===== src/rtl/code_pkg.sv =====
// Shared definitions for the incrementing code link: checker FSM states and
// default link parameters used by both the generator and the checker side.
package code_pkg;

    typedef enum logic [1:0] {
        HUNT,
        SYNC,
        LOCK
    } state_t;

    localparam int DATA_W   = 8;
    localparam int LOCK_CNT = 4;
    localparam int LOSS_CNT = 3;
    localparam int ERR_W    = 16;

endpackage


===== src/rtl/sat_counter.sv =====
// Saturating up-counter with a synchronous clear; clear takes priority over
// increment, and the count holds once it reaches all-ones.
module sat_counter #(
    parameter int W = 16
) (
    input  logic         clk,
    input  logic         rst,
    input  logic         i_inc,
    input  logic         i_clr,
    output logic [W-1:0] o_count
);

    logic [W-1:0] r_count;

    always_ff @(posedge clk or posedge rst) begin
        if (rst) begin
            r_count <= '0;
        end else if (i_clr) begin
            r_count <= '0;
        end else if (i_inc && (r_count != {W{1'b1}})) begin
            r_count <= r_count + 1'b1;
        end
    end

    assign o_count = r_count;

endmodule


===== src/rtl/code_check.sv =====
// Receive-side checker for the incrementing code stream: acquires lock on the
// +1 sequence, then flags and counts every sample that breaks it.
module code_check #(
    parameter int DATA_W   = code_pkg::DATA_W,
    parameter int LOCK_CNT = code_pkg::LOCK_CNT,
    parameter int LOSS_CNT = code_pkg::LOSS_CNT,
    parameter int ERR_W    = code_pkg::ERR_W
) (
    input  logic              clk,
    input  logic              rst,
    input  logic              i_clr,
    input  logic              i_in_valid,
    input  logic [DATA_W-1:0] i_in_data,
    output logic              o_locked,
    output logic              o_err_pulse,
    output logic [ERR_W-1:0]  o_err_cnt,
    output logic [DATA_W-1:0] o_expected
);

    import code_pkg::*;

    state_t            r_state;
    state_t            w_state_next;
    logic [DATA_W-1:0] r_expected;
    logic [DATA_W-1:0] w_expected_next;
    logic [3:0]        r_run;
    logic [3:0]        w_run_next;
    logic [3:0]        r_miss;
    logic [3:0]        w_miss_next;
    logic              r_locked;
    logic              r_err_pulse;
    logic              w_err;
    logic              w_match;

    assign w_match = (i_in_data == r_expected);

    always_ff @(posedge clk or posedge rst) begin
        if (rst) begin
            r_state     <= HUNT;
            r_expected  <= '0;
            r_run       <= '0;
            r_miss      <= '0;
            r_locked    <= 1'b0;
            r_err_pulse <= 1'b0;
        end else begin
            r_state     <= w_state_next;
            r_expected  <= w_expected_next;
            r_run       <= w_run_next;
            r_miss      <= w_miss_next;
            r_locked    <= (w_state_next == LOCK);
            r_err_pulse <= w_err;
        end
    end

    // Invalid cycles leave everything untouched; there is deliberately no timeout.
    always_comb begin
        w_state_next    = r_state;
        w_expected_next = r_expected;
        w_run_next      = r_run;
        w_miss_next     = r_miss;
        w_err           = 1'b0;
        if (i_in_valid) begin
            case (r_state)
                HUNT: begin
                    w_expected_next = i_in_data + 1'b1;
                    w_run_next      = 4'd1;
                    w_state_next    = SYNC;
                end
                SYNC: begin
                    if (w_match) begin
                        w_expected_next = r_expected + 1'b1;
                        w_run_next      = r_run + 4'd1;
                        if ((r_run + 4'd1) == 4'(LOCK_CNT)) begin
                            w_state_next = LOCK;
                            w_miss_next  = 4'd0;
                        end
                    end else begin
                        w_expected_next = i_in_data + 1'b1;
                        w_run_next      = 4'd1;
                    end
                end
                LOCK: begin
                    // A corrupt sample still consumes one slot of the sequence.
                    w_expected_next = r_expected + 1'b1;
                    if (w_match) begin
                        w_miss_next = 4'd0;
                    end else begin
                        w_err       = 1'b1;
                        w_miss_next = r_miss + 4'd1;
                        if ((r_miss + 4'd1) == 4'(LOSS_CNT)) begin
                            w_state_next = HUNT;
                            w_run_next   = 4'd0;
                            w_miss_next  = 4'd0;
                        end
                    end
                end
                default: begin
                    w_state_next = HUNT;
                end
            endcase
        end
    end

    sat_counter #(
        .W (ERR_W)
    ) u_err_cnt (
        .clk     (clk),
        .rst     (rst),
        .i_inc   (w_err),
        .i_clr   (i_clr),
        .o_count (o_err_cnt)
    );

    assign o_locked    = r_locked;
    assign o_err_pulse = r_err_pulse;
    assign o_expected  = r_expected;

endmodule


===== config.mk =====
export PLATFORM = sky130hd
export DESIGN_NAME = code_check
export DESIGN_NICKNAME = d
export VERILOG_FILES = /design/src/rtl/code_pkg.sv /design/src/rtl/sat_counter.sv /design/src/rtl/code_check.sv
export SDC_FILE = /design/constraint.sdc
export NUM_CORES = 1
export LEC_CHECK = 0
export CORE_MARGIN = 4
export CORE_UTILIZATION = 45
export DETAILED_ROUTE_END_ITERATION = 6
export PLACE_DENSITY = 0.72
export SYNTH_ARGS = -nofsm -noshare
export SYNTH_HDL_FRONTEND = slang
export SYNTH_SLANG_ARGS = --single-unit

===== constraint.sdc =====
create_clock -name clk -period 2.05 [get_ports clk]
set_clock_uncertainty 0.05 [all_clocks]
set_input_delay 0.41 -clock clk [delete_from_list [all_inputs] [get_ports clk]]
set_output_delay 0.41 -clock clk [all_outputs]
set_load 0.005 [all_outputs]

==> flow_summary.ini <==
[outcome]
outcome = complete, no violations

[route]
drt-total-wl_um = 5900
vias_per_cell = 5.47
drt_iter0_drc = 62
drcViolationCount = 0
dr.pass1.iters = 4
vias = 2205
antenna_left = 0
post_drt_wl_per_cell_um = 14.6

[worst_setup_path]
cp.required_ns = 2.18
cp-end-kind = flop
critPathMaxFanout = 5
crit_slowest_cell = dfrtp_1
crit_type = flop to flop
critPathMaxStageDelay_ns = 0.40
start_kind = flop
cp_data_arrival_time_ns = 2.17
crit_chain = ha_2, nand3b_1, o31ai_4, nor4b_4, o21a_2, mux2_4

[timing]
hold_viol_final = 0
worst_slack_ns = 0.0179
fmax_ghz = 0.492
period_share = 0.991
setup_viol = 0
finalCriticalPeriod_ns = 2.03
rsz0062_at_grt = yes
worstMarginPinSlew_ns = 0.461
slew_headroom = 0.693
hold_slack_ns = 0.465
maxSlewViolCount = 0

[power_and_ir_drop]
irDropWorstVdd_mv = 0.280
power_density_mw_per_mm2 = 470
p_leak_nw = 1.44

[synthesis]
ys_seq_area_frac = 0.381
syn-cell-area_mm2 = 0.00236
synthFlopType = dfrtp_1
syn_area_per_cell_um2 = 9.45
yosysWarnings = 0
ys_seq_elements = 36
syn_nets = 273
synth_edf_count = 0
synth_cell_type_count = 57
async_flop_share = 1.00
syn_inst = 250

[floorplanning]
fp-row-count = 26
core_area_mm2 = 0.00511
ioPinCount = 38
die_height_um = 80.5
die_x_um = 80.5
die_area_mm2 = 0.00648
start_util = 0.463

[cts]
ctsHtreeMaxLevel = 2
cts_tree = built
clkLatencyLatePin_ns = 0.30
path_clk_slew_ns = 0.07
cts_buffers = 5
cts.sinks = 36
cts_buffer_depth = 2
hold_buffers = 0
root_buffer = clkbuf_8

[job]
maxCapViolCount = 0

[global_routing]
grt_max_degree = 37
antenna_found_initial = 0
grt_pass1_vias = 2235
grt_usage = 0.200
gr-total-overflow = 0
grt_pass1_wl_um = 10100

[min_path]
holdCritPathClass = primary input to async pin

[placement]
globalplace.congestion = 0.817
dp_hpwl_um = 4320
io_buffers = 37
place_inst = 393
post-place-ws_ns = -0.441

[layout]
fin_cells = 403
nets = 355
drive_above_1_share = 0.255
num-fill-cells = 428
area_growth_pct = 42.9
final_common_cell = buf_4
num_antenna_cells = 0
mostFrequentLayoutCells = buf_4 (42), dfrtp_1 (36), clkdlybuf4s50_1 (29), nor2_1 (26), xnor2_1 (16)
==> metrics by stage <==
step           total power [mW]  area (um^2)   TNS, ns  utilization
5_1_grt                    1.68         3380    -0.190        0.661
6_report                   1.59         3380         0        0.661
2_1_floorplan             0.891         2360         0            -
4_1_cts                    1.61         3320  -0.00202        0.650
3_5_place_dp               1.04         3120    -10.07        0.610
3_3_place_gp               1.04         3120     -7.90        0.610
==> synthesized netlist by cell type (3+ instances only) <==
master	n	area share
nand4_1	3	0.0079
nor3b_1	5	0.016
inv_1	12	0.019
xor2_1	3	0.011
nand3_1	12	0.025
nor4_1	3	0.0079
nor3_1	11	0.023
or3_1	6	0.016
o21ai_0	6	0.013
ha_1	11	0.058
nand2_1	15	0.024
nor2_1	26	0.041
a221o_1	3	0.013
nor2b_1	3	0.0079
dfrtp_1	36	0.38
clkbuf_1	4	0.0064
mux2_2	3	0.014
xnor2_1	23	0.085
o21a_1	4	0.013
a21oi_1	9	0.019
==> critical path: cells and delay by family, from the launching register on <==
family,cells,cell delay (ns)
adders and majority gates,1,0.19
AOI/OAI and AO/OA,2,0.49
DFF,1,0.40
muxes,1,0.31
and+or+nand+nor,2,0.48
==> worst paths after layout <==
check                      slack [ns]  depth (start not counted)                           endpoint                         startpoint
min in group clk                 0.53                          2  u_err_cnt.o_count[15]$_DFFE_PP0P_  u_err_cnt.o_count[15]$_DFFE_PP0P_
min reg2reg                      0.53                          2  u_err_cnt.o_count[15]$_DFFE_PP0P_  u_err_cnt.o_count[15]$_DFFE_PP0P_
min                              0.46                          3          o_expected[0]$_DFFE_PP0P_                                rst
max reg2reg                      0.02                          6              r_miss[0]$_DFFE_PP0P_               r_run[0]$_DFFE_PP0P_
max                              0.02                          6              r_miss[0]$_DFFE_PP0P_               r_run[0]$_DFFE_PP0P_
max in group asynchronous        1.15                          3          o_expected[5]$_DFFE_PP0P_                                rst
==> cell families after synthesis <==
family,synth area share
buf+inv,0.0312
xor+xnor,0.103
simple gates,0.249
compound gates,0.154
fa+ha+maj,0.0582
mux,0.0228
flops,0.381
==> per-layer routing <==
metal,up-vias,wire length [um],GRT usage
met5,-,0,0
met4,0,91,0.0709
met3,8,275,0.0392
met2,61,3070,0.360
met1,1072,2460,0.235
li1,1064,-,-
==> state kept, by name (all words and copies together) (netlist names) <==
signal and flops:
o_locked 1, r_state 2, o_expected 8, r_run 4, o_err_pulse 1, r_miss 4, u_err_cnt.o_count 16
==> power by group <==
group,total (mW),internal (mW),switching (mW)
Sequential,0.748,0.728,0.0208
Clock,0.528,0.268,0.260
Combinational,0.311,0.163,0.148
==> area by class of cell <==
| type | count | area [um^2] | area share |
|---|---|---|---|
| repair buffers | 82 | 736 | 0.218 |
| flip-flops and latches | 36 | 901 | 0.267 |
| clock buffers | 6 | 82.6 | 0.0244 |
| clock inverters | 2 | 10.0 | 0.00296 |
| inverters | 12 | 45.0 | 0.0133 |
| multi-input cells | 195 | 1520 | 0.449 |
| well taps | 70 | 87.6 | 0.0259 |
==> repair_timing <==
action                                  in CTS  in global routing
pin swaps                                    3                  4
gates cloned                                 0                  0
endpoints found under the setup margin       9                 23
resized for setup                           17                 18
buffers inserted                             1                  1
Note: power is estimated with default switching activity, not from simulation.
